File: src/rtl/game_sequencer.sv
// game_sequencer: top-level game flow controller.
// Sequences TITLE -> PLAY -> DIED/WIN screens -> GAMEOVER/VICTORY, tracks the
// current level and remaining lives, and issues a one-cycle active-low restart
// pulse to the gameplay FSMs on every entry into PLAY.
// Optional feature: define GAME_SEQ_LVL_WRAP_EN to make completion of the last
// level wrap back to level 0 (lives kept) instead of entering VICTORY.
module game_sequencer #(
  parameter int SCREEN_SEC  = 3,  // died/win screen duration in one_sec ticks (1..15)
  parameter int START_LIVES = 3,  // lives loaded at game start (1..7)
  parameter int NUM_LEVELS  = 4   // number of levels (1..8)
) (
  input  logic       clk,
  input  logic       resetN,
  input  logic       one_sec,
  input  logic       start_key,
  input  logic       bumpy_died,
  input  logic       level_comp,
  output logic       title_screen,
  output logic       died_screen,
  output logic       win_screen,
  output logic       gameover_screen,
  output logic       victory_screen,
  output logic       play_en,
  output logic       reset_fsm_N,
  output logic [2:0] lvl,
  output logic [2:0] lives
);

  typedef enum logic [2:0] {
    S_TITLE,
    S_PLAY,
    S_DIED,
    S_WIN,
    S_GAMEOVER,
    S_VICTORY
  } state_t;

  localparam logic [3:0] TIMER_LAST = 4'(SCREEN_SEC - 1);
  localparam logic [2:0] LVL_LAST   = 3'(NUM_LEVELS - 1);
  localparam logic [2:0] LIVES_INIT = 3'(START_LIVES);

  state_t     r_state, w_state_nxt;
  logic [3:0] r_timer, w_timer_nxt;
  logic [2:0] r_lvl, w_lvl_nxt;
  logic [2:0] r_lives, w_lives_nxt;
  logic       r_rst_fsm_n, w_rst_fsm_n_nxt;
  logic       w_expire;

  // The screen ends on the tick that arrives while the timer holds its last value.
  assign w_expire = one_sec && (r_timer == TIMER_LAST);

  // State, timer, level, lives and restart pulse registers.
  always_ff @(posedge clk or negedge resetN) begin
    if (!resetN) begin
      r_state     <= S_TITLE;
      r_timer     <= 4'd0;
      r_lvl       <= 3'd0;
      r_lives     <= 3'd0;
      r_rst_fsm_n <= 1'b0;
    end else begin
      // NOTE: non-blocking assignments so every register samples the same pre-edge values.
      r_state     <= w_state_nxt;
      r_timer     <= w_timer_nxt;
      r_lvl       <= w_lvl_nxt;
      r_lives     <= w_lives_nxt;
      r_rst_fsm_n <= w_rst_fsm_n_nxt;
    end
  end

  // Next-state, timer, level and lives decode; inputs not consumed by a state are ignored.
  always_comb begin
    // NOTE: every signal gets a hold default first so no path can infer a latch.
    w_state_nxt = r_state;
    w_timer_nxt = r_timer;
    w_lvl_nxt   = r_lvl;
    w_lives_nxt = r_lives;

    case (r_state)
      S_TITLE: begin
        if (start_key) begin
          w_state_nxt = S_PLAY;
          w_lives_nxt = LIVES_INIT;
          w_lvl_nxt   = 3'd0;
        end
      end
      S_PLAY: begin
        // Level completion takes priority over a simultaneous death.
        if (level_comp) begin
          w_state_nxt = S_WIN;
          w_timer_nxt = 4'd0;
        end else if (bumpy_died) begin
          if (r_lives > 3'd1) begin
            w_state_nxt = S_DIED;
            w_lives_nxt = r_lives - 3'd1;
            w_timer_nxt = 4'd0;
          end else begin
            w_state_nxt = S_GAMEOVER;
            w_lives_nxt = 3'd0;
          end
        end
      end
      S_DIED: begin
        if (one_sec) w_timer_nxt = r_timer + 4'd1;
        if (w_expire) w_state_nxt = S_PLAY;
      end
      S_WIN: begin
        if (one_sec) w_timer_nxt = r_timer + 4'd1;
        if (w_expire) begin
          if (r_lvl < LVL_LAST) begin
            w_state_nxt = S_PLAY;
            w_lvl_nxt   = r_lvl + 3'd1;
          end else begin
`ifdef GAME_SEQ_LVL_WRAP_EN
            w_state_nxt = S_PLAY;
            w_lvl_nxt   = 3'd0;
`else
            w_state_nxt = S_VICTORY;
`endif
          end
        end
      end
      S_GAMEOVER, S_VICTORY: begin
        // Level and lives stay visible until the next game starts from TITLE.
        if (start_key) w_state_nxt = S_TITLE;
      end
      default: w_state_nxt = S_TITLE;
    endcase

    // Restart pulse is low for the single cycle after any entry into PLAY.
    w_rst_fsm_n_nxt = !((w_state_nxt == S_PLAY) && (r_state != S_PLAY));
  end

  assign title_screen    = (r_state == S_TITLE);
  assign died_screen     = (r_state == S_DIED);
  assign win_screen      = (r_state == S_WIN);
  assign gameover_screen = (r_state == S_GAMEOVER);
`ifdef GAME_SEQ_LVL_WRAP_EN
  assign victory_screen  = 1'b0;
`else
  assign victory_screen  = (r_state == S_VICTORY);
`endif
  assign play_en         = (r_state == S_PLAY);
  assign reset_fsm_N     = r_rst_fsm_n;
  assign lvl             = r_lvl;
  assign lives           = r_lives;

endmodule

File: config.mk
export PLATFORM = sky130hd
export DESIGN_NAME = game_sequencer
export DESIGN_NICKNAME = d
export VERILOG_FILES = /design/src/rtl/game_sequencer.sv
export SDC_FILE = /design/constraint.sdc
export NUM_CORES = 1
export LEC_CHECK = 0
export CELL_PAD_IN_SITES_DETAIL_PLACEMENT = 1
export CELL_PAD_IN_SITES_GLOBAL_PLACEMENT = 2
export CORE_MARGIN = 2
export CORE_UTILIZATION = 35
export CTS_BUF_LIST = sky130_fd_sc_hd__clkbuf_8
export DETAILED_ROUTE_END_ITERATION = 10
export PLACE_DENSITY_LB_ADDON = 0.1
export SYNTH_ARGS = -nofsm -noshare
export SYNTH_HDL_FRONTEND = slang
export SYNTH_SLANG_ARGS = --single-unit
export TNS_END_PERCENT = 10
File: constraint.sdc
create_clock -name clk -period 3.5 [get_ports clk]
set_input_delay 0.875 -clock clk [delete_from_list [all_inputs] [get_ports clk]]
set_output_delay 0.875 -clock clk [all_outputs]
set_load 0.01 [all_outputs]
Word-level counts from Yosys, hierarchy flattened

Index checks and enable logic that the tools add are counted.

Input bits: 6
Flip-flop bits (word level): 14
Word-level logic and storage cells: 61
Output and inout bits: 13

Add/sub/neg operators: 3
Reductions and logical operators: 12
Multiplexer cells: 23
Equal/unequal tests: 16
Magnitude comparators: 2

Operators by type and width:

| cell                | number |
|---|---|
| $mux 3              | 15 |
| $mux 4              | 4 |
| $pmux 3 s5          | 1 |
| $pmux 3 s2          | 2 |
| $reduce_and 4->1    | 3 |
| $pmux 4 s2          | 1 |
| $eq 3x1->1 const B  | 2 |
| $eq 3x2->1 const B  | 2 |
| $eq 3x3->1 const B  | 2 |
| $ne 2x1->1 const B  | 3 |
| $ne 2x2->1 const B  | 3 |
| $reduce_bool 2->1   | 3 |
| $add 4x1->4 const B | 1 |
| $eq 4x2->1 const B  | 1 |
| $reduce_or 2->1     | 2 |
| $add 3x1->3 const B | 1 |
| $gt 3x1->1 const B  | 1 |
| $logic_not 3->1     | 1 |
| $lt 3x2->1 const B  | 1 |
| $ne 3x1->1 const B  | 1 |
| $ne 3x2->1 const B  | 1 |
| $ne 3x3->1 const B  | 1 |
| $sub 3x1->3 const B | 1 |
| $logic_and 1x1->1   | 2 |
| $logic_not 1->1     | 1 |

Depth between registers and ports, before layout

Depth in word-level cells: 8
Gate-level depth with buffers: 5
Mapped depth without buffers: 5

Least setup slack after synthesis

No wires, ideal clock.

Kind: input -> register
Start: input port start_key
End: register r_lives[2], in the netlist lives[2]
Arrival time: 1.896 ns
Data required time: 3.436 ns
Stages on the path: 4
Setup time: 0.064 ns
Slack: 1.540 ns
Cells stage by stage: or4b_1 buf_2 a2111oi_4 a211o_1

Cells in the longest elaborated chain, start to end: 2

RTL lines:

| element                           | line | RTL |
|---|---|---|
| start, declared                   | 15   | `input logic start_key,` |
| $ne 2x2->1 (no source line)       | --   |  |
| $reduce_and 4->1 (no source line) | --   |  |
| end signal, assigned              | 65   | `r_lives <= w_lives_nxt;` |
| end, declared                     | 45   | `logic [2:0] r_lives, w_lives_nxt;` |

No other way between the ends.
A chain may end at the register's enable or synchronous reset.

Worst setup path in the final report

Start: register r_state[1]
End: output port play_en

Cells in the longest elaborated chain, start to end: 1

RTL lines:

| element                | line | RTL |
|---|---|---|
| start, declared        | 42   | `state_t r_state, w_state_nxt;` |
| start signal, assigned | 62   | `r_state <= w_state_nxt;` |
| $eq 3x1->1             | 142  | `assign play_en = (r_state == S_PLAY);` |
| end, declared          | 23   | `output logic play_en,` |

No other way between the ends.

==> summary by stage <==
Setup path
The category of the most critical setup path is reg -> out. STA classifies the critical path endpoint as an output pin. The startpoint identified for the worst register-to-register timing path is r_state[2]$_DFF_PN0_. For the worst setup path, the data required time is 2.62 ns.

The cell count of the worst reg-to-reg path is 3. The type of origin of the critical path is a flip-flop. The reg-to-reg setup timing slack is around 1.7 ns. At the worst endpoint, the arrival time is about 2.0 ns. The end of the worst register-to-register path is lives[2]$_DFFE_PN0P_. The peak fanout along the critical path is 15.

Min path
For hold timing, the worst endpoint is lvl[2]$_DFFE_PN0P_. The worst hold path begins at lvl[2]$_DFFE_PN0P_. The worst hold path passes through 2 cells. The worst min-delay path class is reg -> reg.

Synth
The commonest register cell after synthesis is sky130_fd_sc_hd__dfrtp_1. The synthesized area is between 900 and 1000 µm². The largest area contributor in the synthesized netlist is sky130_fd_sc_hd__dfrtp_1. The cell count after synthesis came out at 96. Synthesis instantiated 39 different standard cells from the library. The commonest cells after synthesis are sky130_fd_sc_hd__dfrtp_1 (14), sky130_fd_sc_hd__nand2_1 (8), sky130_fd_sc_hd__inv_1 (6).

Among all cell types in the netlist, the one instantiated most often is sky130_fd_sc_hd__dfrtp_1. Counting every net in the synthesized netlist gives about 110. The fraction of registers with async set or reset after synthesis is 1.00. The share of the Yosys chip area taken by registers is 0.376.

A synthesized cell averages 9.70 µm². The Yosys warning count is 0. The synthesized design contains 14 register bits. The area share of the largest cell type after synthesis is 0.376. Ranked by total cell area, the synthesized netlist is headed by sky130_fd_sc_hd__dfrtp_1 (38%), sky130_fd_sc_hd__ha_1 (6.7%), sky130_fd_sc_hd__nand2_1 (3.2%). In this run, synthesis inferred 0 flip-flops with an integrated enable.

Final layout
From synthesis to final layout, the design area changed by 26.6%. In the final layout, the share of cells above drive strength 1 is 0.0789. The number of fillers in the final layout is 307. The non-filler instance count after layout is about 140. The final-stage net count is about 130. The antenna diode count is 0. The sequential cell area is 350 µm². The area of the multi-input gates is about 540 µm².

Run
Across the run, the number of max-cap violations was 0.

STA
The post-layout worst setup margin is between 0.6 and 0.7 ns. Headroom to the max-slew limit came out at 0.542. The worst clock skew is between 0.002 and 0.0025 ns.

Setup repair after global routing left no endpoint under its margin. Setup violations remaining at the end of the flow were counted as 0. The maximum clock rate is between 300 and 400 MHz. Dividing the final minimum period by the clock period gives 0.826. In the final timing run, aggregate negative setup slack is 0 ns.

For the finished layout, the period the worst path requires is approximately 2.9 ns. The total count of hold-check failures in the final report is 0. The transition time at the pin with the least slew margin is approximately 0.7 ns. The number of slew-limit violations in the final report came to 0.

Placement
The HPWL after detailed placement is between 1500 and 2000 µm. The setup slack after placement is between 0.8 and 0.9 ns. At the end of routability-driven placement, the weighted congestion stood at just over 0.7.

The number of port buffers is 18. The post-placement cell count is 141.

Route
The post-route DRC violation count is 0. The detail route stage leaves a number of antenna-violating nets equal to 0. The initial DRC count is 9. The routed wirelength normalized by instance count is 15.9 µm. The number of detailed-routing iterations run before antenna repair is 4.

The via-per-instance ratio is 5.40. Summed over all layers, the routed wires come to ~2300 µm. Across all layers, the routed design uses a little under 800 vias.

Floorplan
The die area is just over 3000 µm². From left edge to right edge, the die measures 55.6 µm. The floorplan has 18 rows. For this configuration, the core starts out at a cell density of 0.372.

The placeable core region is 2500 µm². The number of I/O pins is 19. The floorplan step set the die height to between 50 and 60 µm.

CTS
The number of buffers inserted during clock tree synthesis is 3. The register clock-pin slew on the reported worst setup and hold paths is roughly 0.060 ns. The root buffer cell chosen for the clock tree is sky130_fd_sc_hd__clkbuf_8.

The number of levels the H-tree was split into is 1. CTS saw 14 sinks. TritonCTS built the clock tree. The maximum root-to-sink buffer count is 2. Buffers inserted to repair hold after CTS numbered 0. In this run, post-CTS repair resized a total of 0 instances. The number of post-CTS setup repair buffers is 0. The clock latency reported for the late side of the worst-skew pair is about 0.24 ns.

Global routing
The largest net degree at the start of global routing is 16. The total congestion overflow after global routing is 0. The via count of the first global-routing pass is 785.

The first global-routing pass estimated ~4100 µm of wire. Across every metal layer, demand over resource in global routing totals 0.167. The initial antenna violation count is 0.

Power
Of the total power, the share spent switching nets is 0.403. The share of total power dissipated in the clock network is 0.157. The sequential group share of total power is 0.368.

The power density over the cells is approximately 720 nW/µm². Of the total power, combinational logic draws 0.475. In this run the static leakage power is roughly 0.5 nW. The internal power of the cells is 0.000507 W.

IR analysis of the VDD net gives a maximum drop of 0.331 mV. In this run the power spent charging and discharging nets is 0.000342 W.

Outcome
The run finished with clean final reports.
==> cell type report <==
class	count	area share
multi-input cells	72	0.458
flip-flops and latches	14	0.297
repair buffers	19	0.159
clock buffers	3	0.0350
well taps	30	0.0318
inverters	6	0.0191
==> flip-flops by register name, summed over array words and instances, names as in the netlist <==
signal and count:
r_timer 4, lvl 3, reset_fsm_N 1, r_state 3, lives 3
==> worst max path at each step <==
stage	end	startpoint	slack (ns)	cells past startpoint
after floorplan	lives[2]$_DFFE_PN0P_	start_key	1.54	4
after global placement	lvl[2]$_DFFE_PN0P_	one_sec	0.88	4
after detailed placement	lives[2]$_DFFE_PN0P_	start_key	0.86	4
after CTS	play_en	r_state[1]$_DFF_PN0_	0.60	3
after global routing	play_en	r_state[2]$_DFF_PN0_	0.51	3
final	play_en	r_state[1]$_DFF_PN0_	0.61	3
==> per-stage QoR <==
stage | power (W) | hold slack, ns | utilization | instance area, µm²
2_1_floorplan | 0.000544 | 0.531 | - | 931
3_3_place_gp | 0.000710 | 0.513 | 0.455 | 1140
3_5_place_dp | 0.000725 | 0.519 | 0.455 | 1140
4_1_cts | 0.000864 | 0.532 | 0.471 | 1180
5_1_grt | 0.000933 | 0.587 | 0.471 | 1180
6_report | 0.000849 | 0.526 | 0.471 | 1180
==> placed cells by master, fill, tap and decap left out, types with 3 or more instances in the layout <==
cell type	count
sky130_fd_sc_hd__dfrtp_1	14
sky130_fd_sc_hd__clkdlybuf4s50_1	18
sky130_fd_sc_hd__a21oi_1	3
sky130_fd_sc_hd__nor2b_1	4
sky130_fd_sc_hd__o21ai_0	5
sky130_fd_sc_hd__clkbuf_8	3
sky130_fd_sc_hd__nor2_1	4
sky130_fd_sc_hd__nand3b_1	3
sky130_fd_sc_hd__nor3_1	3
sky130_fd_sc_hd__inv_1	6
sky130_fd_sc_hd__ha_1	5
sky130_fd_sc_hd__nand3_1	3
sky130_fd_sc_hd__nand2_1	8
==> layer usage <==
metal  wire length [µm]  vias up  global-route usage
met3                 64        2              0.0349
met4                 17        0              0.0627
met5                  0        -                   0
met2               1030       16               0.250
met1               1180      371               0.237
li1                   -      388                   -
==> power groups by stage <==
| stage | clock, W | combinational [W] | sequential, W |
|---|---|---|---|
| floorplan | 0 | 0.000256 | 0.000289 |
| global placement | 0 | 0.000398 | 0.000312 |
| detailed placement | 0 | 0.000411 | 0.000314 |
| CTS | 0.000137 | 0.000414 | 0.000313 |
| global route | 0.000148 | 0.000456 | 0.000329 |
| finish | 0.000133 | 0.000403 | 0.000313 |
==> worst max-delay path: stages (launching register included) <==
cell                              delay, ns
sky130_fd_sc_hd__dfrtp_1               0.52
sky130_fd_sc_hd__or3b_4                0.49
sky130_fd_sc_hd__inv_1                 0.18
sky130_fd_sc_hd__clkdlybuf4s50_1       0.58
==> kinds of logic (layout without fill, tap and decap cells) <==
| family | count (synthesis) | in the layout | share of synthesized area |
|---|---|---|---|
| flip-flops | 14 | 14 | 0.376 |
| AO/OA/AOI/OAI | 22 | 22 | 0.187 |
| adder cells (fa/ha/maj) | 5 | 5 | 0.0672 |
| AND/OR/NAND/NOR | 40 | 40 | 0.270 |
| buffers and inverters | 10 | 28 | 0.0443 |
| XOR/XNOR | 1 | 1 | 0.00941 |
| multiplexers | 4 | 4 | 0.0457 |
(Power assumes the default switching activity.)
